===== config.mk =====
export PLATFORM = sky130hd
export DESIGN_NAME = control_sequencer
export DESIGN_NICKNAME = d
export VERILOG_FILES = /design/src/rtl/cpu_ctrl_pkg.sv /design/src/rtl/instr_decode.sv /design/src/rtl/control_sequencer.sv
export SDC_FILE = /design/constraint.sdc
export NUM_CORES = 1
export LEC_CHECK = 0
export CORE_ASPECT_RATIO = 1.4
export CORE_UTILIZATION = 35
export DETAILED_ROUTE_END_ITERATION = 8
export GPL_ROUTABILITY_DRIVEN = 1
export PLACE_DENSITY = 0.72
export SETUP_SLACK_MARGIN = 0.5
export SYNTH_ARGS = -nofsm -noshare
export SYNTH_HDL_FRONTEND = slang
export SYNTH_SLANG_ARGS = --single-unit

===== constraint.sdc =====
create_clock -name clk -period 3.75 [get_ports clk]
set_input_delay 0.5625 -clock clk [delete_from_list [all_inputs] [get_ports clk]]
set_output_delay 0.5625 -clock clk [all_outputs]
set_load 0.1 [all_outputs]

===== src/rtl/cpu_ctrl_pkg.sv =====
// Shared definitions for the control sequencer: opcode encodings, FSM
// states, instruction classes, ALUControl one-hot constants and IR field
// bit positions.
package cpu_ctrl_pkg;

  localparam int unsigned OPC_MSB = 31;
  localparam int unsigned OPC_LSB = 27;
  localparam int unsigned RA_MSB  = 26;
  localparam int unsigned RA_LSB  = 23;
  localparam int unsigned RB_MSB  = 22;
  localparam int unsigned RB_LSB  = 19;
  localparam int unsigned RC_MSB  = 18;
  localparam int unsigned RC_LSB  = 15;

  typedef enum logic [4:0] {
    OP_LD   = 5'b00000,
    OP_ST   = 5'b00010,
    OP_ADD  = 5'b00011,
    OP_SUB  = 5'b00100,
    OP_AND  = 5'b00101,
    OP_OR   = 5'b00110,
    OP_NEG  = 5'b01001,
    OP_NOT  = 5'b01010,
    OP_ADDI = 5'b01100,
    OP_NOP  = 5'b11010,
    OP_HALT = 5'b11011
  } opcode_e;

  typedef enum logic [3:0] {
    S_IDLE, S_T0, S_T1, S_T2, S_T3, S_T4, S_T5, S_T6, S_T7, S_HALT
  } state_e;

  typedef enum logic [2:0] {
    CL_ALU3, CL_UNARY, CL_IMM, CL_LD, CL_ST, CL_NOP, CL_HALT, CL_ILLEGAL
  } iclass_e;

  localparam logic [11:0] ALU_NONE = 12'h000;
  localparam logic [11:0] ALU_ADD  = 12'h001;
  localparam logic [11:0] ALU_SUB  = 12'h002;
  localparam logic [11:0] ALU_AND  = 12'h004;
  localparam logic [11:0] ALU_OR   = 12'h008;
  localparam logic [11:0] ALU_NEG  = 12'h400;
  localparam logic [11:0] ALU_NOT  = 12'h800;

endpackage


===== src/rtl/instr_decode.sv =====
// Opcode decoder: classifies an opcode and supplies its ALUControl value.
//   opcode_i  : IR opcode field
//   iclass_o  : instruction class (ILLEGAL for undefined opcodes)
//   alu_sel_o : one-hot ALU select used by the execute states
module instr_decode
  import cpu_ctrl_pkg::*;
(
  input  logic [4:0]  opcode_i,
  output iclass_e     iclass_o,
  output logic [11:0] alu_sel_o
);

  always_comb begin
    iclass_o  = CL_ILLEGAL;
    alu_sel_o = ALU_NONE;
    case (opcode_i)
      OP_LD:   begin iclass_o = CL_LD;    alu_sel_o = ALU_ADD; end
      OP_ST:   begin iclass_o = CL_ST;    alu_sel_o = ALU_ADD; end
      OP_ADD:  begin iclass_o = CL_ALU3;  alu_sel_o = ALU_ADD; end
      OP_SUB:  begin iclass_o = CL_ALU3;  alu_sel_o = ALU_SUB; end
      OP_AND:  begin iclass_o = CL_ALU3;  alu_sel_o = ALU_AND; end
      OP_OR:   begin iclass_o = CL_ALU3;  alu_sel_o = ALU_OR;  end
      OP_NEG:  begin iclass_o = CL_UNARY; alu_sel_o = ALU_NEG; end
      OP_NOT:  begin iclass_o = CL_UNARY; alu_sel_o = ALU_NOT; end
      OP_ADDI: begin iclass_o = CL_IMM;   alu_sel_o = ALU_ADD; end
      OP_NOP:  iclass_o = CL_NOP;
      OP_HALT: iclass_o = CL_HALT;
      default: iclass_o = CL_ILLEGAL;
    endcase
  end

endmodule


===== src/rtl/control_sequencer.sv =====
// Moore control sequencer for a simple register-file CPU datapath.
//   clk, clr_n  : clock, asynchronous active-low reset
//   start       : leaves IDLE; afterwards fetching runs until HALT or reset
//   ir          : instruction register (opcode in ir[31:27])
//   mem_rdy     : memory handshake, affects transitions only
//   strobes     : datapath control strobes, decoded from state and ir
//   ALUControl  : one-hot ALU select
//   halted      : in HALT; illegal : undefined opcode seen in T3
//   instr_count : retired-instruction counter (wraps)
module control_sequencer
  import cpu_ctrl_pkg::*;
(
  input  logic        clk,
  input  logic        clr_n,
  input  logic        start,
  input  logic [31:0] ir,
  input  logic        mem_rdy,
  output logic        PCout,
  output logic        PCin,
  output logic        IncPC,
  output logic        MARin,
  output logic        MDRin,
  output logic        MDRout,
  output logic        MDRRead,
  output logic        IRin,
  output logic        Yin,
  output logic        Zin,
  output logic        Zlowout,
  output logic        Cout,
  output logic        BAout,
  output logic        Gra,
  output logic        Grb,
  output logic        Grc,
  output logic        Rin,
  output logic        Rout,
  output logic        Write,
  output logic [11:0] ALUControl,
  output logic        halted,
  output logic        illegal,
  output logic [15:0] instr_count
);

  state_e      state_q, state_d;
  logic [15:0] count_q, count_d;
  logic        retire;
  iclass_e     iclass;
  logic [11:0] alu_sel;

  // Register fields are consumed by the datapath, not the sequencer.
  logic unused_ir;
  assign unused_ir = ^ir[RA_MSB:0];

  instr_decode u_decode (
    .opcode_i  (ir[OPC_MSB:OPC_LSB]),
    .iclass_o  (iclass),
    .alu_sel_o (alu_sel)
  );

  always_ff @(posedge clk or negedge clr_n) begin
    if (!clr_n) begin
      state_q <= S_IDLE;
      count_q <= '0;
    end else begin
      state_q <= state_d;
      count_q <= count_d;
    end
  end

  always_comb begin
    state_d = state_q;
    retire  = 1'b0;
    {PCout, PCin, IncPC, MARin, MDRin, MDRout, MDRRead, IRin, Yin, Zin,
     Zlowout, Cout, BAout, Gra, Grb, Grc, Rin, Rout, Write} = '0;
    ALUControl = ALU_NONE;
    illegal    = 1'b0;
    halted     = 1'b0;
    case (state_q)
      S_IDLE: if (start) state_d = S_T0;
      S_T0: begin
        PCout = 1'b1; MARin = 1'b1; IncPC = 1'b1; Zin = 1'b1;
        state_d = S_T1;
      end
      S_T1: begin
        Zlowout = 1'b1; PCin = 1'b1; MDRRead = 1'b1; MDRin = 1'b1;
        if (mem_rdy) state_d = S_T2;
      end
      S_T2: begin
        MDRout = 1'b1; IRin = 1'b1;
        state_d = S_T3;
      end
      S_T3: begin
        state_d = S_T4;
        case (iclass)
          CL_ALU3, CL_IMM: begin Grb = 1'b1; Rout = 1'b1; Yin = 1'b1; end
          CL_UNARY: begin
            Grb = 1'b1; Rout = 1'b1; Zin = 1'b1; ALUControl = alu_sel;
          end
          CL_LD, CL_ST: begin Grb = 1'b1; BAout = 1'b1; Yin = 1'b1; end
          CL_NOP:  begin retire = 1'b1; state_d = S_T0; end
          CL_HALT: state_d = S_HALT;
          default: begin illegal = 1'b1; state_d = S_T0; end
        endcase
      end
      S_T4: begin
        state_d = S_T5;
        case (iclass)
          CL_ALU3: begin
            Grc = 1'b1; Rout = 1'b1; Zin = 1'b1; ALUControl = alu_sel;
          end
          CL_IMM, CL_LD, CL_ST: begin
            Cout = 1'b1; Zin = 1'b1; ALUControl = alu_sel;
          end
          CL_UNARY: begin
            Zlowout = 1'b1; Gra = 1'b1; Rin = 1'b1;
            retire = 1'b1; state_d = S_T0;
          end
          default: state_d = S_T0;
        endcase
      end
      S_T5: begin
        state_d = S_T0;
        case (iclass)
          CL_ALU3, CL_IMM: begin
            Zlowout = 1'b1; Gra = 1'b1; Rin = 1'b1; retire = 1'b1;
          end
          CL_LD, CL_ST: begin
            Zlowout = 1'b1; MARin = 1'b1; state_d = S_T6;
          end
          default: ;
        endcase
      end
      S_T6: begin
        state_d = S_T0;
        case (iclass)
          CL_LD: begin
            MDRRead = 1'b1; MDRin = 1'b1;
            state_d = mem_rdy ? S_T7 : S_T6;
          end
          CL_ST: begin
            Gra = 1'b1; Rout = 1'b1; MDRin = 1'b1; state_d = S_T7;
          end
          default: ;
        endcase
      end
      S_T7: begin
        state_d = S_T0;
        case (iclass)
          CL_LD: begin
            MDRout = 1'b1; Gra = 1'b1; Rin = 1'b1; retire = 1'b1;
          end
          CL_ST: begin
            Write = 1'b1;
            if (mem_rdy) retire = 1'b1;
            else         state_d = S_T7;
          end
          default: ;
        endcase
      end
      S_HALT: halted = 1'b1;
      default: state_d = S_IDLE;
    endcase
  end

  assign count_d     = retire ? count_q + 16'd1 : count_q;
  assign instr_count = count_q;

endmodule


==> impl_metrics.xml, run 1 <==
<?xml version="1.0" encoding="UTF-8"?>
<metrics>
  <group name="critical_path">
    <metric name="max_stage_delay" unit="ns">0.61</metric>
    <metric name="r2r-start" unit="">state_q[1]</metric>
    <metric name="critPathMaxFanout" unit="">7</metric>
    <metric name="r2r_setup_slack" unit="ns">1.62</metric>
    <metric name="destination_of_the_critical_timing_path" unit="">ALUControl[11]</metric>
    <metric name="reg2reg_depth" unit="">6</metric>
    <metric name="data_arrival_critical_path" unit="ns">2.61</metric>
    <metric name="cp_slowest_cell" unit="">sky130_fd_sc_hd__clkdlybuf4s50_1</metric>
    <metric name="endpoint_kind" unit="">output port</metric>
    <metric name="startpoint_type" unit="">input port</metric>
    <metric name="worst_ep_required_time" unit="ns">3.19</metric>
    <metric name="reg2reg_to" unit="">instr_count[1]</metric>
    <metric name="classification_of_the_worst_setup_path" unit="">input port to output port</metric>
    <metric name="critical_path.cell_chain" unit="">clkdlybuf4s50_1 &gt; nor2b_1 &gt; nand2_1 &gt; a211oi_2 &gt; o21ai_4 &gt; nor4_4 &gt; buf_12</metric>
    <metric name="critical_path_start" unit="">ir[29]</metric>
  </group>
  <group name="synth">
    <metric name="ys.warnings.count" unit="">0</metric>
    <metric name="synth_cell_type_count" unit="">52</metric>
    <metric name="cells_after_synthesis" unit="">214</metric>
    <metric name="postSynth.asyncResetShare" unit="%">100</metric>
    <metric name="ys.flop_type" unit="">sky130_fd_sc_hd__dfrtp_1</metric>
    <metric name="synth-seq-area-share" unit="%">27.3</metric>
    <metric name="post_synth_edffs" unit="">0</metric>
    <metric name="synthesis.area_per_instance" unit="µm²">8.57</metric>
    <metric name="postSynthRegisterBits" unit="">20</metric>
    <metric name="synth_area" unit="mm²">0.00183</metric>
  </group>
  <group name="sta">
    <metric name="final_max_slew_viol_count" unit="">0</metric>
    <metric name="hold_ws" unit="ns">0.473</metric>
    <metric name="worst_pin_slew" unit="ns">0.979</metric>
    <metric name="maxClockFrequency" unit="GHz">0.315</metric>
    <metric name="finClkSkew" unit="ns">0.00366</metric>
    <metric name="setup_violations" unit="">0</metric>
    <metric name="max-slew-margin-rel" unit="%">34.5</metric>
    <metric name="rsz0062_at_grt" unit="">true</metric>
    <metric name="finalWorstPathRequiredPeriod" unit="ns">3.18</metric>
    <metric name="finalCritPeriodShare" unit="%">84.7</metric>
    <metric name="timing_hold_violations_final" unit="">0</metric>
  </group>
  <group name="finish">
    <metric name="combined_area_of_the_multi_input_logic_cells" unit="mm²">0.00124</metric>
    <metric name="sequential_cell_area" unit="µm²">500</metric>
    <metric name="synthToLayoutAreaGrowth" unit="%">49.0</metric>
    <metric name="fill_cells" unit="">452</metric>
    <metric name="diodes" unit="">0</metric>
    <metric name="drive_gt1_share" unit="%">28.4</metric>
    <metric name="fin_nets" unit="">299</metric>
  </group>
  <group name="clock_network">
    <metric name="ctsHtreeMaxLevel" unit="">1</metric>
    <metric name="maximum_root_to_sink_buffer_count" unit="">2</metric>
    <metric name="cts_tree" unit="">built</metric>
    <metric name="tritoncts.num_buffers" unit="">3</metric>
    <metric name="cts_sink_count" unit="">20</metric>
    <metric name="post-cts-setup-buffer-count" unit="">0</metric>
    <metric name="clkSlewWorstSetupHoldPaths" unit="ns">0.08</metric>
    <metric name="clk_root_buffer_cell" unit="">sky130_fd_sc_hd__clkbuf_8</metric>
    <metric name="worstSkewPairLatency" unit="ns">0.26</metric>
  </group>
  <group name="drt">
    <metric name="num_vias" unit="">1759</metric>
    <metric name="drc_errors" unit="">0</metric>
    <metric name="iteration_0_drc_count_of_the_detailed_router" unit="">80</metric>
    <metric name="routed_wirelength" unit="µm">5060</metric>
    <metric name="wl_per_cell" unit="µm">15.6</metric>
    <metric name="route.detailed.vias_per_inst" unit="">5.41</metric>
    <metric name="antenna_left" unit="">0</metric>
    <metric name="firstDrtPassIters" unit="">4</metric>
  </group>
  <group name="die">
    <metric name="die_area" unit="mm²">0.00553</metric>
    <metric name="floorplan.core_area" unit="mm²">0.00495</metric>
    <metric name="die-height" unit="µm">87.6</metric>
    <metric name="die_span_x" unit="µm">63.2</metric>
    <metric name="rows" unit="">30</metric>
    <metric name="floorplan.initialDensity" unit="%">37.0</metric>
    <metric name="num_io_pins" unit="">85</metric>
  </group>
  <group name="global_route">
    <metric name="grt_first_pass_wirelength" unit="µm">8120</metric>
    <metric name="first_global_vias" unit="">1712</metric>
    <metric name="grt_overflow" unit="">0</metric>
    <metric name="grt_usage" unit="%">18.5</metric>
    <metric name="maximum_number_of_pins_on_one_net_before_global_route_repair" unit="">21</metric>
    <metric name="grt_antenna_before_repair" unit="">0</metric>
  </group>
  <group name="power_and_ir_drop">
    <metric name="cellPowerDensity" unit="mW/mm²">557</metric>
    <metric name="peakVddDrop" unit="mV">0.408</metric>
    <metric name="power" unit="W">0.00152</metric>
    <metric name="power.leakage" unit="nW">1.16</metric>
  </group>
  <group name="outcome">
    <metric name="run_status" unit="">finished clean</metric>
  </group>
  <group name="worst_hold_path">
    <metric name="worstHoldPathType" unit="">flip-flop to flip-flop</metric>
  </group>
  <group name="placement">
    <metric name="numPortBuffers" unit="">51</metric>
    <metric name="gpl.final_weighted_congestion" unit="">0.888</metric>
    <metric name="hpwlAfterDp" unit="µm">3860</metric>
  </group>
  <group name="job">
    <metric name="max-cap-violations" unit="">0</metric>
  </group>
</metrics>
-- Yosys cell counts (all sizes together) (2+ instances only) --
cell type  instances  area, µm²
a2111oi            2       55.1
or2                2       12.5
inv               15       56.3
o311ai             3       26.3
nor4               6       52.6
o21ai              9       45.0
a21oi             12       60.1
maj3               2       20.0
buf               17        151
or4                2       18.8
nor2b              5       38.8
nor3               7       40.0
a21o               2       15.0
a211o              2       17.5
a211oi             9       97.6
nand2b             7       43.8
xor2              11       96.3
clkbuf             5       18.8
xnor2              7       68.8
nor2              18       70.1
o22ai              4       31.3
nand4              3       18.8
dfrtp             20        500
nand3             11       60.1
nand2             19       73.8
or3                2       12.5
-- per-layer routing --
layer	GRT usage, %	vias to the layer above	wire, µm
li1	-	838	-
met4	8.67	0	153
met3	2.08	11	219
met1	20.5	845	1980
met2	34.9	65	2710
met5	0	-	0
-- stage by stage --
step	worst slack (ns)	utilization, %	cells	TNS (ns)	area (µm²)
6_report	0.573	55.1	325	0	2730
5_1_grt	0.458	55.1	325	0	2730
4_1_cts	0.501	54.2	325	0	2690
3_5_place_dp	0.345	52.8	321	0	2610
3_3_place_gp	0.364	52.8	321	0	2610
2_1_floorplan	-0.127	-	219	-0.381	1920
-- area by class of cell --
type / instances / area share [%]
multi-input cells: 162 / 45.4
repair buffers: 60 / 28.7
flip-flops and latches: 20 / 18.3
well taps: 64 / 2.93
inverters: 15 / 2.06
clock buffers: 3 / 1.51
clock inverters: 1 / 1.10
-- worst max-delay path: cells and delay by family --
kind,cells,cell delay (ns)
AO/OA/AOI/OAI,2,0.49
buffers and inverters,2,0.83
AND/OR/NAND/NOR,3,0.74
-- worst min-delay path by stage --
| stage | to | cells after the start | startpoint |
|---|---|---|---|
| 6_report | instr_count[15] | 1 | instr_count[15] |
| 5_1_grt | instr_count[15] | 1 | instr_count[15] |
| 4_1_cts | instr_count[15] | 1 | instr_count[15] |
| 3_5_place_dp | instr_count[15] | 1 | instr_count[15] |
| 3_3_place_gp | instr_count[15] | 1 | instr_count[15] |
| 2_1_floorplan | instr_count[0] | 0 | clr_n |
-- state kept, by name (all words and copies together) (netlist names) --
name         count
state_q          4
instr_count     16
-- placed cells by master, fill, tap and decap left out, types with 5 or more instances in the layout --
cell,instances
sky130_fd_sc_hd__o21ai_0,5
sky130_fd_sc_hd__a21oi_1,11
sky130_fd_sc_hd__a211oi_2,7
sky130_fd_sc_hd__buf_4,14
sky130_fd_sc_hd__nor2_1,17
sky130_fd_sc_hd__xnor2_1,6
sky130_fd_sc_hd__nand2_1,18
sky130_fd_sc_hd__xor2_1,11
sky130_fd_sc_hd__nand3_1,10
sky130_fd_sc_hd__conb_1,6
sky130_fd_sc_hd__nand2b_1,7
sky130_fd_sc_hd__dfrtp_1,20
sky130_fd_sc_hd__clkdlybuf4s50_1,23
sky130_fd_sc_hd__buf_12,22
sky130_fd_sc_hd__inv_1,15
-- timing repair --
item | 4_1_cts | 5_1_grt
gates resized for setup | 2 | 6
setup endpoints to repair | 8 | 4
pin swaps | 0 | 0
hold buffers | 0 | 0
-- power breakdown --
| group | total, W | internal (W) | switching [W] |
|---|---|---|---|
| Combinational | 0.00101 | 0.000274 | 0.000733 |
| Clock | 0.000219 | 0.000143 | 0.0000761 |
| Sequential | 0.000296 | 0.000239 | 0.0000570 |
| Total | 0.00152 | 0.000655 | 0.000866 |
-- cell families after synthesis --
| kind of cell | synth area share (%) |
|---|---|
| buffers and inverters | 12.4 |
| AO/OA/AOI/OAI | 23.8 |
| adder cells (fa/ha/maj) | 1.77 |
| AND/OR/NAND/NOR | 24.9 |
| multiplexers | 0.614 |
| XOR/XNOR | 9.01 |
| other | 0.205 |
| flip-flops | 27.3 |
Power figures use the tool's default switching activity.
==> inputs of run 2 (changes only) <==
--- a/config.mk
+++ b/config.mk
@@ -9,7 +9,7 @@
 export CORE_UTILIZATION = 35
 export DETAILED_ROUTE_END_ITERATION = 8
 export GPL_ROUTABILITY_DRIVEN = 1
-export PLACE_DENSITY = 0.72
+export PLACE_DENSITY = 0.75
 export SETUP_SLACK_MARGIN = 0.5
 export SYNTH_ARGS = -nofsm -noshare
 export SYNTH_HDL_FRONTEND = slang
==> constraint.sdc (replaced) <==
create_clock -name clk -period 2.6 [get_ports clk]
set_input_delay 0.39 -clock clk [delete_from_list [all_inputs] [get_ports clk]]
set_output_delay 0.39 -clock clk [all_outputs]
set_load 0.1 [all_outputs]
==> run 2 against run 1 <==
  * Clock power up 8%
  * Sequential share of layout area shrank 4.8 points
  * Hold slack worse by 0.0056 ns
  * Register-to-register slack worse by 1.2 ns
  * First-iteration DRC count increased by 41%
  * Critical path depth is 2 lower
  * Critical endpoint is now Rout
==> impl_metrics.xml, run 2 (same netlist as run 1, synthesis figures left out) <==
<?xml version="1.0" encoding="UTF-8"?>
<metrics>
  <group name="clock_network">
    <metric name="ctsHtreeMaxLevel" unit="">1</metric>
    <metric name="maximum_root_to_sink_buffer_count" unit="">2</metric>
    <metric name="worstSkewPairLatency" unit="ns">0.26</metric>
    <metric name="cts_tree" unit="">built</metric>
    <metric name="tritoncts.num_buffers" unit="">3</metric>
    <metric name="clkSlewWorstSetupHoldPaths" unit="ns">0.07</metric>
    <metric name="cts_sink_count" unit="">20</metric>
    <metric name="clk_root_buffer_cell" unit="">sky130_fd_sc_hd__clkbuf_8</metric>
  </group>
  <group name="placement">
    <metric name="hpwlAfterDp" unit="µm">4130</metric>
    <metric name="placement.cell_area" unit="mm²">0.00308</metric>
    <metric name="post-place-ws" unit="ns">-0.145</metric>
    <metric name="numPortBuffers" unit="">51</metric>
    <metric name="gpl.final_weighted_congestion" unit="">0.871</metric>
    <metric name="place_inst" unit="">346</metric>
  </group>
  <group name="die">
    <metric name="floorplan.initialDensity" unit="%">37.0</metric>
    <metric name="die-height" unit="µm">87.6</metric>
    <metric name="floorplan.core_area" unit="mm²">0.00495</metric>
    <metric name="num_io_pins" unit="">85</metric>
    <metric name="die_span_x" unit="µm">63.2</metric>
    <metric name="rows" unit="">30</metric>
    <metric name="die_area" unit="mm²">0.00553</metric>
  </group>
  <group name="job">
    <metric name="max-cap-violations" unit="">0</metric>
  </group>
  <group name="sta">
    <metric name="final_max_slew_viol_count" unit="">0</metric>
    <metric name="finClkSkew" unit="ns">0.00116</metric>
    <metric name="max-slew-margin-rel" unit="%">64.8</metric>
    <metric name="worst_pin_slew" unit="ns">0.526</metric>
    <metric name="timing_hold_violations_final" unit="">0</metric>
    <metric name="setup_violations" unit="">0</metric>
    <metric name="final.setup.worst_slack" unit="ns">0.193</metric>
    <metric name="maxClockFrequency" unit="GHz">0.415</metric>
    <metric name="finalWorstPathRequiredPeriod" unit="ns">2.41</metric>
    <metric name="rsz0062_at_grt" unit="">true</metric>
    <metric name="finalCritPeriodShare" unit="%">92.6</metric>
  </group>
  <group name="drt">
    <metric name="antenna_left" unit="">0</metric>
    <metric name="firstDrtPassIters" unit="">4</metric>
    <metric name="drc_errors" unit="">0</metric>
    <metric name="num_vias" unit="">2153</metric>
    <metric name="route.detailed.vias_per_inst" unit="">5.48</metric>
    <metric name="routed_wirelength" unit="µm">7070</metric>
    <metric name="wl_per_cell" unit="µm">18.0</metric>
    <metric name="iteration_0_drc_count_of_the_detailed_router" unit="">113</metric>
  </group>
  <group name="global_route">
    <metric name="maximum_number_of_pins_on_one_net_before_global_route_repair" unit="">21</metric>
    <metric name="grt_overflow" unit="">0</metric>
    <metric name="first_global_vias" unit="">1980</metric>
    <metric name="grt_first_pass_wirelength" unit="µm">9450</metric>
    <metric name="grt_antenna_before_repair" unit="">0</metric>
    <metric name="grt_usage" unit="%">21.7</metric>
  </group>
  <group name="power_and_ir_drop">
    <metric name="power.clock.fraction" unit="%">8.7</metric>
    <metric name="peakVddDrop" unit="mV">0.474</metric>
    <metric name="cellPowerDensity" unit="mW/mm²">713</metric>
    <metric name="power.leakage" unit="nW">1.67</metric>
    <metric name="power.internal" unit="W">0.00123</metric>
    <metric name="share_comb_of_total_power" unit="%">75.2</metric>
    <metric name="p_seq_share" unit="%">16.1</metric>
    <metric name="power.switching" unit="W">0.00149</metric>
    <metric name="switching_share" unit="%">54.7</metric>
    <metric name="power" unit="W">0.00271</metric>
  </group>
  <group name="critical_path">
    <metric name="classification_of_the_worst_setup_path" unit="">flip-flop to output port</metric>
    <metric name="worst_ep_required_time" unit="ns">2.21</metric>
    <metric name="cp_num_buf_inv" unit="">1</metric>
    <metric name="endpoint_kind" unit="">output port</metric>
    <metric name="critical_path.cell_chain" unit="">nand2b_2 &gt; or3_4 &gt; or2_4 &gt; o311ai_4 &gt; buf_12</metric>
    <metric name="startpoint_type" unit="">flip-flop</metric>
    <metric name="data_arrival_critical_path" unit="ns">2.02</metric>
    <metric name="cp_slowest_cell" unit="">sky130_fd_sc_hd__dfrtp_1</metric>
    <metric name="critPathMaxFanout" unit="">4</metric>
    <metric name="max_stage_delay" unit="ns">0.44</metric>
    <metric name="critical-path-top-delay-family" unit="">simple AND/OR/NAND/NOR gates</metric>
  </group>
  <group name="finish">
    <metric name="final_cell_mix" unit="">sky130_fd_sc_hd__buf_4 (66), sky130_fd_sc_hd__buf_12 (32), sky130_fd_sc_hd__buf_6 (21), sky130_fd_sc_hd__dfrtp_2 (12)</metric>
    <metric name="drive_gt1_share" unit="%">67.8</metric>
    <metric name="fin_nets" unit="">367</metric>
    <metric name="design_area" unit="mm²">0.00381</metric>
    <metric name="synthToLayoutAreaGrowth" unit="%">108</metric>
    <metric name="post-route-util" unit="%">76.8</metric>
    <metric name="layoutNonFillerInstCount" unit="">393</metric>
    <metric name="diodes" unit="">0</metric>
    <metric name="largest_register_ff_count" unit="">16</metric>
    <metric name="layout.cells.most_common" unit="">sky130_fd_sc_hd__buf_4</metric>
  </group>
  <group name="outcome">
    <metric name="run_status" unit="">finished clean</metric>
  </group>
  <group name="worst_hold_path">
    <metric name="worstHoldPathType" unit="">input port to async pin</metric>
  </group>
</metrics>
## run 2: repair_timing
action                     4_1_cts  5_1_grt
pin swaps                       23       31
resized for setup               57       46
setup endpoints to repair       39       27
hold buffers                     0        0
buffers inserted                20       23
## run 2: per-stage QoR
stage	setup TNS, ns	hold slack (ns)
detailed placement	-0.709	0.486
floorplan	-0.157	0.0944
global route	0	0.487
CTS	0	0.477
finish	0	0.468
global placement	-0.605	0.458
## run 2: layout make-up
class,instances,area [µm²]
inverter,15,66.3
timing repair buffer,128,1470
tap,64,80.1
sequential,20,515
multi-input combinational,162,1620
clock buffer,4,55.1
fill,284,1150
## run 2: path summary, 6_finish.rpt
kind                                      start               to  slack (ns)  depth (start not counted)
worst max-delay path                 state_q[3]             Rout        0.19                          5
worst min-delay path                      clr_n   instr_count[0]        0.47                          2
worst max register to register       state_q[0]  instr_count[15]        0.42                          8
worst min register to register  instr_count[13]  instr_count[13]        0.50                          1
max in group asynchronous                 clr_n   instr_count[8]        1.91                          2
min in group clk                instr_count[13]  instr_count[13]        0.50                          1
## run 2: worst reg2reg max path, cell delays in order (launching register included)
cell	delay, ns
sky130_fd_sc_hd__dfrtp_2	0.50
sky130_fd_sc_hd__buf_6	0.15
sky130_fd_sc_hd__buf_6	0.10
sky130_fd_sc_hd__nor2_4	0.15
sky130_fd_sc_hd__nand3_2	0.11
sky130_fd_sc_hd__o32a_4	0.42
sky130_fd_sc_hd__buf_12	0.15
sky130_fd_sc_hd__a2111oi_4	0.32
sky130_fd_sc_hd__xor2_1	0.20
## run 2: power groups by stage
stage,sequential [W],clock [W],combinational [W]
4_1_cts,0.000425,0.000238,0.00181
3_3_place_gp,0.000439,0,0.00163
3_5_place_dp,0.000438,0,0.00165
2_1_floorplan,0.000473,0,0.00116
5_1_grt,0.000438,0.000246,0.00209
6_report,0.000437,0.000236,0.00204
## run 2: routing by layer
layer | wire length [µm] | GRT usage (%)
met1 | 2460 | 22.8
met2 | 3980 | 41.6
met3 | 311 | 2.21
met4 | 313 | 12.7
met5 | 0 | 0
==> inputs of run 3 (changes only) <==
--- a/config.mk
+++ b/config.mk
@@ -9,6 +9,7 @@
 export CORE_UTILIZATION = 35
 export DETAILED_ROUTE_END_ITERATION = 8
 export GPL_ROUTABILITY_DRIVEN = 1
+export HOLD_SLACK_MARGIN = 0.15
 export PLACE_DENSITY = 0.75
 export SETUP_SLACK_MARGIN = 0.5
 export SYNTH_ARGS = -nofsm -noshare
==> constraint.sdc (replaced) <==
create_clock -name clk -period 2.19 [get_ports clk]
set_input_delay 0.3285 -clock clk [delete_from_list [all_inputs] [get_ports clk]]
set_output_delay 0.3285 -clock clk [all_outputs]
set_load 0.1 [all_outputs]
==> run 3 against run 2 <==
  * The run now ends with setup timing left
  * Largest cell class unchanged
  * Global-route usage is 4.8 points higher
  * Clock power is 5% higher
  * Design area is 7.1% higher
  * Die area stayed put
  * Via count is 6.6% higher
  * Wire length is 21% higher
==> impl_metrics.xml, run 3 (same netlist as run 1, synthesis figures left out) <==
<?xml version="1.0" encoding="UTF-8"?>
<metrics>
  <group name="clock_network">
    <metric name="cts_hold_repair.buffers" unit="">0</metric>
    <metric name="cts_tree" unit="">built</metric>
    <metric name="clkSlewWorstSetupHoldPaths" unit="ns">0.07</metric>
    <metric name="clk_root_buffer_cell" unit="">sky130_fd_sc_hd__clkbuf_8</metric>
    <metric name="tritoncts.num_buffers" unit="">3</metric>
    <metric name="cts_sink_count" unit="">20</metric>
    <metric name="worstSkewPairLatency" unit="ns">0.26</metric>
    <metric name="maximum_root_to_sink_buffer_count" unit="">2</metric>
    <metric name="ctsHtreeMaxLevel" unit="">1</metric>
  </group>
  <group name="drt">
    <metric name="drc_errors" unit="">0</metric>
    <metric name="route.detailed.vias_per_inst" unit="">5.68</metric>
    <metric name="num_vias" unit="">2295</metric>
    <metric name="firstDrtPassIters" unit="">4</metric>
    <metric name="antenna_left" unit="">0</metric>
    <metric name="iteration_0_drc_count_of_the_detailed_router" unit="">128</metric>
    <metric name="routed_wirelength" unit="µm">8580</metric>
    <metric name="wl_per_cell" unit="µm">21.2</metric>
  </group>
  <group name="finish">
    <metric name="layout.cells.most_common" unit="">sky130_fd_sc_hd__buf_4</metric>
    <metric name="combined_area_of_the_multi_input_logic_cells" unit="mm²">0.00179</metric>
    <metric name="sequential_cell_area" unit="µm²">534</metric>
    <metric name="design_area" unit="mm²">0.00408</metric>
    <metric name="synthToLayoutAreaGrowth" unit="%">122</metric>
    <metric name="largest_register_ff_count" unit="">16</metric>
    <metric name="fin_nets" unit="">378</metric>
    <metric name="fill_cells" unit="">263</metric>
    <metric name="final_cell_mix" unit="">sky130_fd_sc_hd__buf_4 (65), sky130_fd_sc_hd__buf_6 (38), sky130_fd_sc_hd__buf_12 (29), sky130_fd_sc_hd__dfrtp_2 (12), sky130_fd_sc_hd__xor2_1 (11)</metric>
    <metric name="diodes" unit="">0</metric>
    <metric name="drive_gt1_share" unit="%">73.8</metric>
  </group>
  <group name="die">
    <metric name="rows" unit="">30</metric>
    <metric name="floorplan.core_area" unit="mm²">0.00495</metric>
    <metric name="die_span_x" unit="µm">63.2</metric>
    <metric name="num_io_pins" unit="">85</metric>
    <metric name="die_area" unit="mm²">0.00553</metric>
    <metric name="die-height" unit="µm">87.6</metric>
    <metric name="floorplan.initialDensity" unit="%">37.0</metric>
  </group>
  <group name="critical_path">
    <metric name="critical-path-top-delay-family" unit="">simple AND/OR/NAND/NOR gates</metric>
    <metric name="startpoint_type" unit="">flip-flop</metric>
    <metric name="worst_ep_required_time" unit="ns">1.86</metric>
    <metric name="critical_path.cell_chain" unit="">buf_6 &gt; nand2_2 &gt; or3_4 &gt; or2_4 &gt; o311ai_4 &gt; buf_12</metric>
    <metric name="reg2reg_depth" unit="">9</metric>
    <metric name="reg2reg_to" unit="">instr_count[8]</metric>
    <metric name="data_arrival_critical_path" unit="ns">1.95</metric>
    <metric name="r2r_setup_slack" unit="ns">0.03</metric>
    <metric name="critPathMaxFanout" unit="">5</metric>
    <metric name="endpoint_kind" unit="">output port</metric>
    <metric name="max_stage_delay" unit="ns">0.43</metric>
    <metric name="cp_num_buf_inv" unit="">2</metric>
    <metric name="r2r-start" unit="">state_q[0]</metric>
    <metric name="cp_slowest_cell" unit="">sky130_fd_sc_hd__dfrtp_1</metric>
    <metric name="classification_of_the_worst_setup_path" unit="">flip-flop to output port</metric>
  </group>
  <group name="global_route">
    <metric name="grt_usage" unit="%">26.5</metric>
    <metric name="grt_first_pass_wirelength" unit="µm">11400</metric>
    <metric name="grt_antenna_before_repair" unit="">0</metric>
    <metric name="grt_overflow" unit="">0</metric>
    <metric name="first_global_vias" unit="">2360</metric>
    <metric name="maximum_number_of_pins_on_one_net_before_global_route_repair" unit="">21</metric>
  </group>
  <group name="worst_hold_path">
    <metric name="worstHoldPathType" unit="">input port to async pin</metric>
  </group>
  <group name="power_and_ir_drop">
    <metric name="power" unit="W">0.00356</metric>
    <metric name="peakVddDrop" unit="mV">0.895</metric>
    <metric name="cellPowerDensity" unit="mW/mm²">874</metric>
    <metric name="power.leakage" unit="nW">1.72</metric>
  </group>
  <group name="sta">
    <metric name="finalCritPeriodShare" unit="%">104</metric>
    <metric name="hold_ws" unit="ns">0.398</metric>
    <metric name="final.setup.worst_slack" unit="ns">-0.0875</metric>
    <metric name="timing.setup.tns" unit="ns">-0.243</metric>
    <metric name="finClkSkew" unit="ns">0.00769</metric>
    <metric name="worst_pin_slew" unit="ns">0.592</metric>
    <metric name="setup_violations" unit="">7</metric>
    <metric name="rsz0062_at_grt" unit="">true</metric>
    <metric name="timing_hold_violations_final" unit="">0</metric>
    <metric name="max-slew-margin-rel" unit="%">60.4</metric>
    <metric name="maxClockFrequency" unit="GHz">0.439</metric>
    <metric name="finalWorstPathRequiredPeriod" unit="ns">2.28</metric>
    <metric name="final_max_slew_viol_count" unit="">0</metric>
  </group>
  <group name="placement">
    <metric name="numPortBuffers" unit="">51</metric>
    <metric name="hpwlAfterDp" unit="µm">4600</metric>
    <metric name="placement.cell_area" unit="mm²">0.00322</metric>
    <metric name="post-place-ws" unit="ns">-0.413</metric>
    <metric name="gpl.final_weighted_congestion" unit="">0.942</metric>
  </group>
  <group name="outcome">
    <metric name="failed_checks" unit="">setup timing</metric>
    <metric name="run_status" unit="">finished, violations left</metric>
  </group>
  <group name="job">
    <metric name="max-cap-violations" unit="">0</metric>
  </group>
</metrics>
[run 3: repair_timing]
item                                    CTS  global route
gates cloned                              1             0
pin swaps                                34            27
endpoints found under the setup margin   47            46
endpoints found under the hold margin     0             0
setup buffers                            22            20
resized for setup                        78            46
[run 3: metal layers]
metal,track usage (%),vias to the layer above,wire length [µm]
li1,-,998,-
met1,27.7,1129,3100
met2,49.8,125,4500
met3,1.69,43,439
met4,19.9,0,540
met5,0,-,0
[run 3: worst register-to-register path: cells and delay by family (launching register included)]
family / cells / cell delay, ns
AO/OA/AOI/OAI: 2 / 0.65
XOR/XNOR: 1 / 0.19
buffers and inverters: 4 / 0.58
flip-flops: 1 / 0.44
AND/OR/NAND/NOR: 2 / 0.24
[run 3: layout make-up]
cell class / instances / share of cell area, %
flip-flops and latches: 20 / 13.1
inverters: 15 / 1.84
clock buffers: 4 / 1.11
well taps: 64 / 1.96
repair buffers: 138 / 38.1
multi-input cells: 163 / 43.9
[run 3: per-stage QoR]
step | util (%) | cells
global route | 82.2 | 404
detailed placement | 65.1 | 357
floorplan | - | 219
finish | 82.2 | 404
global placement | 65.1 | 357
CTS | 74.5 | 384
[run 3: how the worst max path moves through the flow]
stage	depth (start not counted)	from	end	slack [ns]
after floorplan	7	ir[27]	ALUControl[3]	-0.42
after global placement	6	ir[29]	Rout	-0.40
after global routing	9	ir[29]	ALUControl[2]	-0.12
final	6	state_q[0]	Rout	-0.09
after detailed placement	6	ir[29]	Rout	-0.41
after CTS	6	ir[31]	Rout	-0.04
[run 3: power by group]
part,switching [W],total (W),internal (W),leakage (nW)
Sequential,0.0000649,0.000485,0.000420,0.229
Clock,0.000118,0.000248,0.000130,0.0228
Combinational,0.00177,0.00283,0.00106,1.46
Total,0.00196,0.00356,0.00161,1.72
